`src/rtl/mem_loader.sv`:
```
// rtl/mem_loader.sv - byte-stream to 12-bit memory loader with optional read-back verify
//
// Ports:
//   clk, rstn          clock, asynchronous active-low reset
//   start, base, len   load request: first address, word count (0 means 512)
//   rx_data/valid/ready  incoming byte stream, two bytes per word (high nibble first)
//   addr, wr, wdata    memory write port
//   rdata              memory read data (used only with verify)
//   busy, done, err    status: load active, end-of-load pulse, sticky verify mismatch
//   count              words written in the current or last load
//
// Build option: define MEM_LOADER_VERIFY_EN to read back and compare every word.
module mem_loader #(
    parameter int LEN_W = 10
) (
    input  logic             clk,
    input  logic             rstn,
    input  logic             start,
    input  logic [8:0]       base,
    input  logic [LEN_W-1:0] len,
    input  logic [7:0]       rx_data,
    input  logic             rx_valid,
    output logic             rx_ready,
    output logic [8:0]       addr,
    output logic             wr,
    output logic [11:0]      wdata,
    input  logic [11:0]      rdata,
    output logic             busy,
    output logic             done,
    output logic             err,
    output logic [LEN_W-1:0] count
);

`ifdef MEM_LOADER_VERIFY_EN
    typedef enum logic [2:0] {IDLE, HI, LO, WRITE, RD, CMP, DONE} state_t;
`else
    typedef enum logic [2:0] {IDLE, HI, LO, WRITE, DONE} state_t;
`endif

    localparam logic [LEN_W-1:0] FULL_LEN = LEN_W'(512);

    state_t           state;
    logic [LEN_W-1:0] remaining;

`ifndef MEM_LOADER_VERIFY_EN
    logic unused_rdata;
    assign unused_rdata = ^rdata;
    assign err = 1'b0;
`endif

    always_ff @(posedge clk or negedge rstn) begin
        if (!rstn) begin
            state     <= IDLE;
            remaining <= '0;
            addr      <= '0;
            wr        <= 1'b0;
            wdata     <= '0;
            rx_ready  <= 1'b0;
            busy      <= 1'b0;
            done      <= 1'b0;
            count     <= '0;
`ifdef MEM_LOADER_VERIFY_EN
            err       <= 1'b0;
`endif
        end else begin
            case (state)
                IDLE: begin
                    if (start) begin
                        addr      <= base;
                        remaining <= (len == '0) ? FULL_LEN : len;
                        count     <= '0;
`ifdef MEM_LOADER_VERIFY_EN
                        err       <= 1'b0;
`endif
                        busy      <= 1'b1;
                        rx_ready  <= 1'b1;
                        state     <= HI;
                    end
                end
                HI: begin
                    // Upper nibble of the first byte is dropped.
                    if (rx_valid) begin
                        wdata[11:8] <= rx_data[3:0];
                        state       <= LO;
                    end
                end
                LO: begin
                    if (rx_valid) begin
                        wdata[7:0] <= rx_data;
                        rx_ready   <= 1'b0;
                        wr         <= 1'b1;
                        state      <= WRITE;
                    end
                end
                WRITE: begin
                    wr    <= 1'b0;
                    count <= count + LEN_W'(1);
`ifdef MEM_LOADER_VERIFY_EN
                    state <= RD;
                end
                RD: begin
                    // Memory registers the read on this edge; data is valid in CMP.
                    state <= CMP;
                end
                CMP: begin
                    if (rdata != wdata) begin
                        err   <= 1'b1;
                        done  <= 1'b1;
                        state <= DONE;
                    end else begin
                        remaining <= remaining - LEN_W'(1);
                        if (remaining == LEN_W'(1)) begin
                            done  <= 1'b1;
                            state <= DONE;
                        end else begin
                            addr     <= addr + 9'd1;
                            rx_ready <= 1'b1;
                            state    <= HI;
                        end
                    end
                end
`else
                    remaining <= remaining - LEN_W'(1);
                    if (remaining == LEN_W'(1)) begin
                        done  <= 1'b1;
                        state <= DONE;
                    end else begin
                        // 9-bit add wraps 511 -> 0.
                        addr     <= addr + 9'd1;
                        rx_ready <= 1'b1;
                        state    <= HI;
                    end
                end
`endif
                DONE: begin
                    done  <= 1'b0;
                    busy  <= 1'b0;
                    state <= IDLE;
                end
                default: begin
                    wr       <= 1'b0;
                    rx_ready <= 1'b0;
                    done     <= 1'b0;
                    busy     <= 1'b0;
                    state    <= IDLE;
                end
            endcase
        end
    end

endmodule

```
`config.mk`:
```
export PLATFORM = sky130hd
export DESIGN_NAME = mem_loader
export DESIGN_NICKNAME = d
export VERILOG_FILES = /design/src/rtl/mem_loader.sv
export SDC_FILE = /design/constraint.sdc
export NUM_CORES = 1
export LEC_CHECK = 0
export ABC_AREA = 1
export BUFFER_PORTS_ARGS = -buffer_cell sky130_fd_sc_hd__buf_4
export CAP_MARGIN = 20
export CORE_MARGIN = 3
export CORE_UTILIZATION = 56
export CTS_BUF_LIST = sky130_fd_sc_hd__clkbuf_16
export DETAILED_ROUTE_END_ITERATION = 10
export PLACE_DENSITY_LB_ADDON = 0.12
export SLEW_MARGIN = 20
export SYNTH_ARGS = -nofsm -noshare
export SYNTH_HDL_FRONTEND = slang
export SYNTH_SLANG_ARGS = --single-unit
```
`constraint.sdc`:
```
create_clock -name clk -period 2.1 [get_ports clk]
set_input_delay 0 -clock clk [delete_from_list [all_inputs] [get_ports clk]]
set_output_delay 0 -clock clk [all_outputs]
set_load 0.1 [all_outputs]
```
Yosys cells after proc, flatten, opt, wreduce, memory -nomap -nowiden
Index checks and enable logic that the tools add are counted.
{"block": "totals", "reg_bits": 48, "output_inout_bits": 36, "word_cells": 65}
{"block": "op_classes", "add_sub_neg": 3, "n_eq_ne": 10, "muxes": 22, "n_bitwise": 4, "n_reduce_logical": 16}
{"operator": "case mux 10 bit (2 select lines)", "n": 2}
{"operator": "two-way mux 10 bit", "n": 3}
{"operator": "two-way mux 9 bit", "n": 2}
{"operator": "case mux 9 bit (2 select lines)", "n": 1}
{"operator": "two-way mux 3 bit", "n": 4}
{"operator": "case mux 3 bit (4 select lines)", "n": 1}
{"operator": "AND reduction 2 bit", "n": 6}
{"operator": "adder 10 x 1 -> 10 bit, second input constant", "n": 1}
{"operator": "== test 10 x 1 -> 1 bit, second input constant", "n": 1}
{"operator": "logical NOT 10 bit", "n": 1}
{"operator": "!= test 2 bit, second input constant", "n": 5}
{"operator": "subtractor 10 x 1 -> 10 bit, second input constant", "n": 1}
{"operator": "adder 9 x 1 -> 9 bit, second input constant", "n": 1}
{"operator": "OR reduction 3 bit", "n": 3}
{"operator": "== test 3 x 2 -> 1 bit, second input constant", "n": 2}
{"operator": "case mux 1 bit (2 select lines)", "n": 3}
{"operator": "AND reduction 3 bit", "n": 2}
{"operator": "two-way mux 1 bit", "n": 5}
{"operator": "NOT 1 bit", "n": 4}
{"operator": "case mux 1 bit (4 select lines)", "n": 1}
{"operator": "AND reduction 4 bit", "n": 1}
{"operator": "== test 3 x 1 -> 1 bit, second input constant", "n": 1}
{"operator": "== test 3 bit, second input constant", "n": 1}
{"operator": "logical NOT 3 bit", "n": 1}
{"operator": "other kinds (2)", "n": 2}

Logic depth before layout (Yosys ltp)
Gate-level depths: netlist of the first run.
{"block": "logic_depth", "depth_word": 4, "mapped_depth": 10}

Worst setup path after synthesis of the first run
No wires, ideal clock.
{"block": "synth_path", "path_type": "register to register", "start": "reg count[0]", "end": "reg count[8]", "t_arrival_ns": 1.805, "required_time_ns": 1.935, "setup_slack_ns": 0.129, "path_stages_with_launch": 9, "cell_sequence": "dfrtp_1 ha_1 nand2_1 inv_1 nand2_1 inv_1 nand4_1 nand3_1 o21ai_0"}
{"block": "synth_between", "elab_chain_len": 2}
{"element": "start: declaration", "line_no": "31", "source": "output logic [LEN_W-1:0] count"}
{"element": "start signal: assignment", "line_no": "97", "source": "count <= count + LEN_W'(1);"}
{"element": "adder 10 x 1 -> 10 bit", "line_no": "97"}
{"element": "case mux 10 bit (2 select lines)", "line_no": "66", "source": "case (state)"}
No other way between the ends.
A chain may end at the register's enable or synchronous reset.

Worst setup path after layout of the first run
{"block": "layout_path", "start": "reg state[0]", "end": "reg addr[4]"}
{"block": "layout_between", "elab_chain_len": 3, "elab_cells_between_ends": 7, "classes_between": "eq/ne (3); mux (1); reduce/logical (3)"}
{"element": "start: declaration", "line_no": "42", "source": "state_t state;"}
{"element": "start signal: assignment", "line_no": "53", "source": "state <= IDLE;"}
{"element": "start signal: assignment", "line_no": "77", "source": "state <= HI;"}
{"element": "start signal: assignment", "line_no": "84", "source": "state <= LO;"}
{"element": "== test 3 x 2 -> 1 bit / logical NOT 3 bit (equally long branches)", "line_no": "66"}
{"element": "!= test 2 bit (no source line) / nonzero test 2 bit (equally long branches)"}
{"element": "AND reduction 3 bit (no source line)"}
{"element": "end signal: assignment", "line_no": "69", "source": "addr <= base;"}
{"element": "end signal: assignment", "line_no": "129", "source": "addr <= addr + 9'd1;"}
{"element": "end: declaration", "line_no": "24", "source": "output logic [8:0] addr,"}
Parallel ways exist; a longest one is shown, timed or not.

==> results of run 1 <==
final cells by class:
| class | count | share of cell area |
|---|---|---|
| well taps | 52 | 0.0189 |
| repair buffers | 83 | 0.192 |
| clock buffers | 5 | 0.0364 |
| multi-input cells | 238 | 0.351 |
| clock inverters | 2 | 0.00255 |
| inverters | 45 | 0.0492 |
| flip-flops and latches | 48 | 0.350 |
state kept, by name, indices dropped and copies added (netlist names):
| register | flops |
|---|---|
| addr | 9 |
| busy | 1 |
| count | 10 |
| done | 1 |
| remaining | 10 |
| rx_ready | 1 |
| state | 3 |
| wdata | 12 |
| wr | 1 |
what timing repair did:
action                    in CTS  in global routing
hold buffers                  15                  0
hold endpoints to repair      62                  0
buffers inserted               0                  0
layout by cell type, fill, tap and decap left out, types with 2 or more instances in the layout:
master,synthesis,layout
o211ai_1,4,4
buf_4,3,68
nand2_4,2,2
nand2_2,2,2
nor2_1,21,21
clkbuf_16,0,5
nand4_1,5,5
xor2_1,3,3
dlygate4sd3_1,0,15
inv_1,38,39
o21ai_0,31,31
ha_1,4,4
o21ai_2,3,3
mux2_2,3,3
nor2_2,5,5
nand3_1,29,29
a21oi_1,9,9
inv_2,7,7
nand2_1,103,103
dfrtp_1,48,48
worst max-delay path by stage:
| stage | endpoint | slack (ps) | cells after the start |
|---|---|---|---|
| 6_report | addr[4] | 430 | 7 |
| 5_1_grt | addr[4] | 290 | 7 |
| 4_1_cts | addr[4] | 430 | 7 |
| 3_3_place_gp | addr[5] | 500 | 7 |
| 3_5_place_dp | addr[4] | 450 | 7 |
| 2_1_floorplan | count[8] | 130 | 8 |
per-layer routing:
layer	GRT usage	routed length, um	vias to the layer above	part of all wire
li1	-	-	1252	-
met1	0.288	2600	1214	0.43
met2	0.415	3120	79	0.51
met3	0.0441	308	9	0.051
met4	0.0632	68	0	0.011
met5	0	0	-	0
stage by stage:
step | utilization | instances
after CTS | 0.768 | 473
after global routing | 0.768 | 473
after floorplan | - | 340
after detailed placement | 0.704 | 451
final | 0.768 | 473
after global placement | 0.704 | 451
worst reg2reg max path, stage by stage, from the launching register on:
cell     delay [ps]
dfrtp_1         460
nor2_1          250
nand2_1         120
nand2_2         250
nand2_4         130
inv_2           210
nand2_1         110
o21ai_2          70
kinds of logic after synthesis:
kind of cell / count (synthesis) / synth area share
muxes: 4 / 0.0183
xor gates and xnor gates: 3 / 0.00987
DFF: 48 / 0.451
buffers and inverters: 54 / 0.0959
AOI/OAI and AO/OA: 54 / 0.117
adders and majority gates: 4 / 0.0188
other: 1 / 0.00141
and+or+nand+nor: 172 / 0.287
==> results.py, run 1 <==
metrics = {
    "critical_path": {
        "crit_buf_inv": 1,
        "cp_top_family": "simple AND/OR/NAND/NOR gates",
        "worstPathRequired_ps": 2310,
        "crit_type": "register to register",
        "cp_max_fo": 11,
        "crit_chain": "nor2_1 -> nand2_1 -> nand2_2 -> nand2_4 -> inv_2 -> nand2_1 -> o21ai_2",
        "end_kind": "register",
        "worstReg2RegStart": "state[0]",
        "cpMostUsedCell": "nand2_1",
        "r2r_end": "addr[4]",
        "max_stage_delay_ps": 460,
        "critPathArrivalTime_ps": 1880,
        "rr_worst_depth": 7,
        "slowest_stage": "dfrtp_1",
        "startpoint_type": "register",
        "rrSetupSlack_ps": 430,
        "crit_start": "state[0]",
    },
    "timing": {
        "drv_slew": 0,
        "tightest_slew_ps": 603,
        "rsz0062_at_grt": "no",
        "finalWorstSetupSlack_ps": 435,
        "fin_crit_sh": 0.793,
        "slew_headroom": 0.598,
        "hold_viol": 0,
        "setup_viol": 0,
        "timing.fmax_mhz": 601,
        "hold_slack_ps": 2.52,
        "skew_ps": 3.52,
        "period_minus_slack_ps": 1670,
        "tns_ps": 0,
    },
    "global_route": {
        "antenna_found_initial": 0,
        "gr-total-overflow": 0,
        "grt_pass1_vias": 2403,
        "grt_pass1_wl_um": 10200,
        "grt_max_degree": 49,
        "grt_util_all_layers": 0.233,
    },
    "placed_design": {
        "dp_hpwl_um": 4350,
        "dpl-instance-area_um2": 3150,
        "port_buffers": 65,
        "pre_cts_ws_ps": 446,
        "finalWeightedCongestion": 0.841,
    },
    "synthesis": {
        "avgSynthCellArea_um2": 7.83,
        "netlist_area_um2": 2660,
        "ys_async_sr_fraction": 1.00,
        "synthCells": 340,
        "synth_largest_area_cell": "dfrtp_1",
        "seq_area_frac_synth": 0.451,
        "yosys_warnings": 0,
        "synthTopCellsByArea": "dfrtp_1 45%, nand2_1 15%, o21ai_0 5.8%, nand3_1 5.5%, inv_1 5.4%",
        "synth_edf_count": 0,
        "syn_nets": 387,
        "synth_flop_cell": "dfrtp_1",
        "ys_types": 35,
        "yosysMostFrequentCell": "nand2_1",
        "synth_top_area_frac": 0.451,
        "ys_ff_latch": 48,
        "synthTopCellsByCount": "103 x nand2_1, 48 x dfrtp_1, 38 x inv_1, 31 x o21ai_0, 29 x nand3_1",
    },
    "route": {
        "wl_per_cell_um": 12.9,
        "vias": 2554,
        "drtIter0Drc": 157,
        "drc": 0,
        "wl_um": 6090,
        "final_antenna_net_count": 0,
        "vias_per_cell": 5.40,
        "dr.pass1.iters": 5,
    },
    "final_layout": {
        "multi_input_area_um2": 1200,
        "regArea_um2": 1200,
        "antenna_cells": 0,
        "area_growth_pct": 29.1,
        "nNetsFinal": 468,
        "n_fill_cell": 339,
        "final_area_um2": 3430,
        "drive_gt1_frac": 0.240,
    },
    "die": {
        "core-area_um2": 4470,
        "die-area_um2": 5620,
        "die_h_um": 74.9,
        "fp-row-count": 24,
        "top_level_ports": 79,
        "fp.dieW_um": 74.9,
        "initial_core_util": 0.595,
    },
    "clock_network": {
        "cts_resized": 0,
        "clock_latency_ps": 280,
        "htreeDepth": 2,
        "cts.clk_slew.worst_paths_ps": 60,
        "clkSinkCount": 48,
        "cts_tree": "done",
        "numCtsBuffers": 5,
        "root_buffer": "clkbuf_16",
        "cts.path.max_buffers": 2,
    },
    "run_status": {
        "status": "finished, final reports clean",
    },
    "min_path": {
        "hp-class": "input port to register",
        "hold_path_end": "wdata[2]",
        "hold-path-cell-count": 3,
        "hp-start": "rx_data[2]",
    },
    "job": {
        "cap_violations": 0,
    },
}
Power of run 1 is not shown: default switching activity piles up to over one toggle a cycle in this logic, so the estimate is an artifact.
==> inputs of run 2 (changes only) <==
- ABC_AREA: 1 -> 0
- CORE_UTILIZATION: 56 -> 46
- clock period: 2.1 -> 1.47 ns (I/O delays scaled with it)
==> run 2 against run 1 <==
- the flow now finishes with violations (negative setup slack)
- worst hold slack gained 10 ps
- count of clock-buffer cells in the layout unchanged
- area after synthesis is 5.8% lower
- worst setup slack worse by 620 ps
- register-to-register slack lost 620 ps
- first-iteration DRC count is 24% higher
- core utilization increased by 3.6 points
- final area rose by 21%
- critical path type unchanged
- largest cell class unchanged
==> results.py, run 2 <==
metrics = {
    "critical_path": {
        "worstPathRequired_ps": 1630,
        "crit_type": "register to register",
        "cp_top_family": "flip-flops",
        "crit_chain": "buf_6 -> nor4b_4 -> nor2_1 -> buf_4 -> buf_4 -> o21ai_2 -> o211ai_1",
        "crit_buf_inv": 3,
        "path_depth": 7,
        "startpoint_type": "register",
        "max_stage_delay_ps": 450,
        "end_kind": "register",
        "critPathArrivalTime_ps": 1810,
        "cp_max_fo": 7,
        "rrSetupSlack_ps": -190,
        "slowest_stage": "dfrtp_2",
        "rr_worst_depth": 7,
        "cpMostUsedCell": "buf_4",
    },
    "die": {
        "fp-row-count": 26,
        "top_level_ports": 79,
        "die_h_um": 79.8,
        "initial_core_util": 0.485,
        "die-area_um2": 6370,
        "core-area_um2": 5170,
        "fp.dieW_um": 79.8,
    },
    "global_route": {
        "busiest_layer": "met2",
        "grt_pass1_vias": 2544,
        "grt_max_degree": 49,
        "use_met2": 0.406,
        "grt_use_met3": 0.0485,
        "antenna_found_initial": 0,
        "grt_pass1_wl_um": 12000,
        "grt_util_all_layers": 0.242,
        "gr-total-overflow": 0,
        "met1_usage": 0.307,
    },
    "synthesis": {
        "ys_types": 54,
        "synth_edf_count": 0,
        "yosysMostFrequentCell": "dfrtp_1",
        "synthTopCellsByArea": "dfrtp_1 48%, mux2_2 5.4%, o21ai_0 2.8%, nand3_1 2.6%, nand2_1 2.5%",
        "synth_largest_area_cell": "dfrtp_1",
        "ys_async_sr_fraction": 1.00,
        "synthTopCellsByCount": "48 x dfrtp_1, 17 x nand2_1, 17 x nor2_1, 14 x o21ai_0, 13 x nand3_1",
        "synth_top_area_frac": 0.479,
        "syn_nets": 292,
        "netlist_area_um2": 2510,
        "seq_area_frac_synth": 0.479,
        "synthCells": 245,
        "synth_flop_cell": "dfrtp_1",
        "avgSynthCellArea_um2": 10.2,
        "ys_ff_latch": 48,
        "yosys_warnings": 0,
    },
    "timing": {
        "finalWorstSetupSlack_ps": -187,
        "drv_slew": 0,
        "skew_ps": 7.02,
        "period_minus_slack_ps": 1660,
        "hold_viol": 0,
        "tightest_slew_ps": 631,
        "timing.fmax_mhz": 603,
        "slew_headroom": 0.579,
        "fin_crit_sh": 1.13,
        "rsz0062_at_grt": "yes",
        "setup_viol": 42,
    },
    "run_status": {
        "status": "complete, but fails checks",
        "violations": "negative setup slack",
    },
    "clock_network": {
        "cts_tree": "done",
        "cts.clk_slew.worst_paths_ps": 70,
        "numCtsBuffers": 5,
        "cts.path.max_buffers": 2,
        "root_buffer": "clkbuf_16",
        "clock_latency_ps": 290,
        "htreeDepth": 2,
        "clkSinkCount": 48,
    },
    "min_path": {
        "hp-class": "input port to register",
        "hold-path-cell-count": 3,
    },
    "final_layout": {
        "largestRegisters": "wdata x12, count x10, remaining x10",
        "layout_common_cells": "101 x buf_4, 27 x dfrtp_1, 19 x dlygate4sd3_1, 15 x buf_6, 13 x dfrtp_2",
        "final_common_cell": "buf_4",
        "area_growth_pct": 66.0,
        "multi_input_area_um2": 1500,
        "antenna_cells": 0,
        "drive_gt1_frac": 0.554,
        "nNetsFinal": 423,
        "top_register": "wdata",
        "largest_register_ffs": 12,
        "regArea_um2": 1250,
        "n_fill_cell": 296,
        "fin_cells": 447,
    },
    "pwr": {
        "ir_drop_mv": 2.00,
        "power_density_nw_per_um2": 2490,
        "power_mw": 10.4,
        "p_leak_nw": 1.84,
    },
    "route": {
        "wl_um": 7820,
        "final_antenna_net_count": 0,
        "wl_per_cell_um": 17.5,
        "drtIter0Drc": 194,
        "vias": 2539,
        "drc": 0,
        "vias_per_cell": 5.68,
        "dr.pass1.iters": 4,
    },
    "placed_design": {
        "port_buffers": 65,
        "place_inst": 397,
        "dp_hpwl_um": 4650,
        "finalWeightedCongestion": 0.921,
    },
    "job": {
        "cap_violations": 0,
    },
}
-- run 2: cell count changes after synthesis, moves of 7 or more --
cell      before  now
inv_2          7    0
inv_1         38    9
mux2_2         3   12
o21ai_0       31   14
nand2_1      103   17
nand3_1       29   13
a211oi_1       0    7
-- run 2: what timing repair did --
item,CTS,global route
pin swaps,15,22
gates resized for setup,38,46
endpoints found under the hold margin,70,0
cloned,1,0
endpoints found under the setup margin,43,45
buffers inserted,13,10
hold buffers,19,0
-- run 2: worst paths after layout --
kind / start / end
hold reg to reg: count[7] / count[7]
setup reg to reg: state[2] / remaining[3]
setup / recovery: state[2] / remaining[3]
hold / removal: base[6] / addr[6]
min in group asynchronous: rstn / count[1]
max in group asynchronous: rstn / addr[2]
-- run 2: layout make-up --
class,count,share of cell area
multi-input cells,176,0.362
flip-flops and latches,48,0.300
repair buffers,136,0.273
clock buffers,5,0.0301
well taps,70,0.0211
inverters,9,0.00812
clock inverters,3,0.00572
-- run 2: tightest hold or removal path: cells and delay by family --
kind            cells  cell delay [ps]
mux                 1              110
buf+inv             1               90
compound gates      1               60
-- run 2: per-stage QoR --
stage / setup WS [ps] / cell area [um^2] / hold slack (ps) / TNS (ps) / util
final: -187 / 4160 / 12.6 / -4190 / 0.804
after global routing: -296 / 4160 / 1.89 / -7010 / 0.804
after CTS: -143 / 3930 / 1.45 / -1830 / 0.760
after detailed placement: -189 / 3350 / 59.1 / -2930 / 0.648
after global placement: -94.7 / 3350 / 62.4 / -1810 / 0.648
after floorplan: -90.4 / 2630 / -296 / -428 / -
-- run 2: kinds of logic (layout without fill, tap and decap cells) --
kind of cell	Yosys count	after routing	synth area share
muxes	18	18	0.0779
other	1	1	0.00150
AOI/OAI and AO/OA	66	66	0.183
and+or+nand+nor	86	87	0.197
buffers and inverters	22	153	0.0414
adders and majority gates	4	4	0.0200
DFF	48	48	0.479
-- run 2: layer usage --
metal  routed length [um]  share of wire
met1                 3230           0.41
met2                 3950           0.51
met3                  454          0.058
met4                  186          0.024
met5                    0              0
-- run 2: power breakdown --
| group | internal (mW) | leakage, nW | switching [mW] |
|---|---|---|---|
| Clock | 0.633 | 0.0660 | 0.515 |
| Combinational | 2.28 | 1.21 | 4.40 |
| Sequential | 1.92 | 0.560 | 0.617 |
| Total | 4.83 | 1.84 | 5.53 |
(Power assumes the default switching activity.)
==> inputs of run 3 (changes only) <==
- SETUP_SLACK_MARGIN: not set -> 0.1
- SLEW_MARGIN: 20 -> 10
==> run 3 against run 2 <==
- the run still ends with negative setup slack left
- via count grew 5.6%
- worst setup slack worse by 13 ps
- largest cell class unchanged
- final cell count grew 2.5%
- global-route usage is 0.98 points higher
- largest power group unchanged
- sequential power grew 3%
==> results.py, run 3 (same netlist as run 2, synthesis figures left out) <==
metrics = {
    "die": {
        "die_h_um": 79.8,
        "die-area_um2": 6370,
        "top_level_ports": 79,
        "fp-row-count": 26,
        "core-area_um2": 5170,
        "initial_core_util": 0.485,
        "fp.dieW_um": 79.8,
    },
    "run_status": {
        "violations": "negative setup slack",
        "status": "complete, but fails checks",
    },
    "min_path": {
        "hp-start": "base[2]",
        "hp-class": "input port to register",
        "hold-path-cell-count": 3,
        "hold_path_end": "addr[2]",
    },
    "clock_network": {
        "clkSinkCount": 48,
        "cts.clk_slew.worst_paths_ps": 70,
        "clock_latency_ps": 290,
        "numCtsBuffers": 5,
        "root_buffer": "clkbuf_16",
        "cts.path.max_buffers": 2,
        "cts_tree": "done",
        "htreeDepth": 2,
    },
    "global_route": {
        "grt_max_degree": 49,
        "antenna_found_initial": 0,
        "gr-total-overflow": 0,
        "grt_pass1_wl_um": 12600,
        "grt_pass1_vias": 2571,
        "grt_util_all_layers": 0.252,
    },
    "route": {
        "wl_um": 8790,
        "dr.pass1.iters": 5,
        "drtIter0Drc": 135,
        "wl_per_cell_um": 19.2,
        "vias_per_cell": 5.85,
        "drc": 0,
        "vias": 2681,
        "final_antenna_net_count": 0,
    },
    "final_layout": {
        "area_growth_pct": 74.2,
        "largestRegisters": "wdata x12, count x10, remaining x10",
        "layout_common_cells": "107 x buf_4, 25 x dfrtp_1, 19 x dlygate4sd3_1, 17 x buf_6",
        "fin_cells": 458,
        "largest_register_ffs": 12,
        "drive_gt1_frac": 0.593,
        "final_common_cell": "buf_4",
        "fin_util": 0.844,
        "antenna_cells": 0,
        "top_register": "wdata",
        "nNetsFinal": 434,
    },
    "pwr": {
        "p_clk_frac": 0.119,
        "swShare": 0.528,
        "p_leak_nw": 1.95,
        "switching_power_mw": 5.73,
        "ir_drop_mv": 1.96,
        "power.internal_mw": 5.12,
        "p_seq_frac": 0.242,
        "power_density_nw_per_um2": 2490,
        "pwr-share-comb": 0.639,
    },
    "timing": {
        "rsz0062_at_grt": "yes",
        "setup_viol": 33,
        "period_minus_slack_ps": 1670,
        "skew_ps": 4.59,
        "fin_crit_sh": 1.14,
        "finalWorstSetupSlack_ps": -200,
        "hold_viol": 0,
        "tightest_slew_ps": 626,
        "hold_slack_ps": 2.30,
        "timing.fmax_mhz": 599,
        "slew_headroom": 0.583,
        "drv_slew": 0,
    },
    "critical_path": {
        "worstReg2RegStart": "state[2]",
        "critPathArrivalTime_ps": 1840,
        "cp_max_fo": 7,
        "crit_type": "register to register",
        "rr_worst_depth": 7,
        "r2r_end": "remaining[2]",
        "startpoint_type": "register",
        "rrSetupSlack_ps": -200,
        "worstPathRequired_ps": 1640,
        "end_kind": "register",
    },
    "placed_design": {
        "dp_hpwl_um": 4830,
        "port_buffers": 65,
        "place_inst": 403,
        "finalWeightedCongestion": 0.848,
    },
    "job": {
        "cap_violations": 0,
    },
}
run 3: cell type report:
class                      count  area, um^2
tap                           70        87.6
fill                         257         806
clock buffer                   5         125
clock inverter                 3        38.8
timing repair buffer         146        1240
sequential                    48        1260
inverter                       9        36.3
multi-input combinational    177        1580
run 3: power groups by stage:
stage,registers (mW),logic [mW],clock network [mW]
floorplan,5.05,1.89,0
global placement,2.48,5.87,0
detailed placement,2.50,5.96,0
CTS,2.54,6.41,1.29
global route,2.68,7.22,1.36
finish,2.62,6.93,1.29
run 3: how the worst max path moves through the flow:
stage                  from           end  cells past startpoint  slack (ps)
2_1_floorplan  remaining[6]  remaining[8]                      3         -90
3_3_place_gp       state[0]       addr[8]                      5        -170
3_5_place_dp       state[0]       addr[8]                      5        -180
4_1_cts        remaining[6]  remaining[8]                      3        -150
5_1_grt            state[2]  remaining[8]                      4        -290
6_report           state[2]  remaining[2]                      7        -200
run 3: worst max-delay path, cell delays in order, from the launching register on:
cell	delay (ps)
dfrtp_2	470
buf_6	150
nor4b_4	280
buf_4	170
buf_4	110
buf_6	110
a211oi_2	40
a211o_1	230
run 3: repair_timing:
item,in CTS,in global routing
hold buffers,19,0
gates resized for setup,44,35
endpoints found under the setup margin,46,46
buffers inserted,13,13
pin swaps,15,14
hold endpoints to repair,70,0
cloned,2,0
run 3: metrics by stage:
step	setup WS [ps]	setup TNS (ps)	power (mW)	instance area, um^2
2_1_floorplan	-91.1	-258	6.94	2750
3_3_place_gp	-174	-2540	8.36	3490
3_5_place_dp	-179	-2780	8.46	3490
4_1_cts	-147	-1700	10.2	4120
5_1_grt	-286	-5660	11.3	4370
6_report	-200	-3800	10.9	4370
run 3: metal layers:
layer	wire, um	vias up	track usage
li1	-	1211	-
met1	3530	1332	0.318
met2	4550	119	0.439
met3	512	19	0.0485
met4	202	0	0.0726
met5	0	-	0
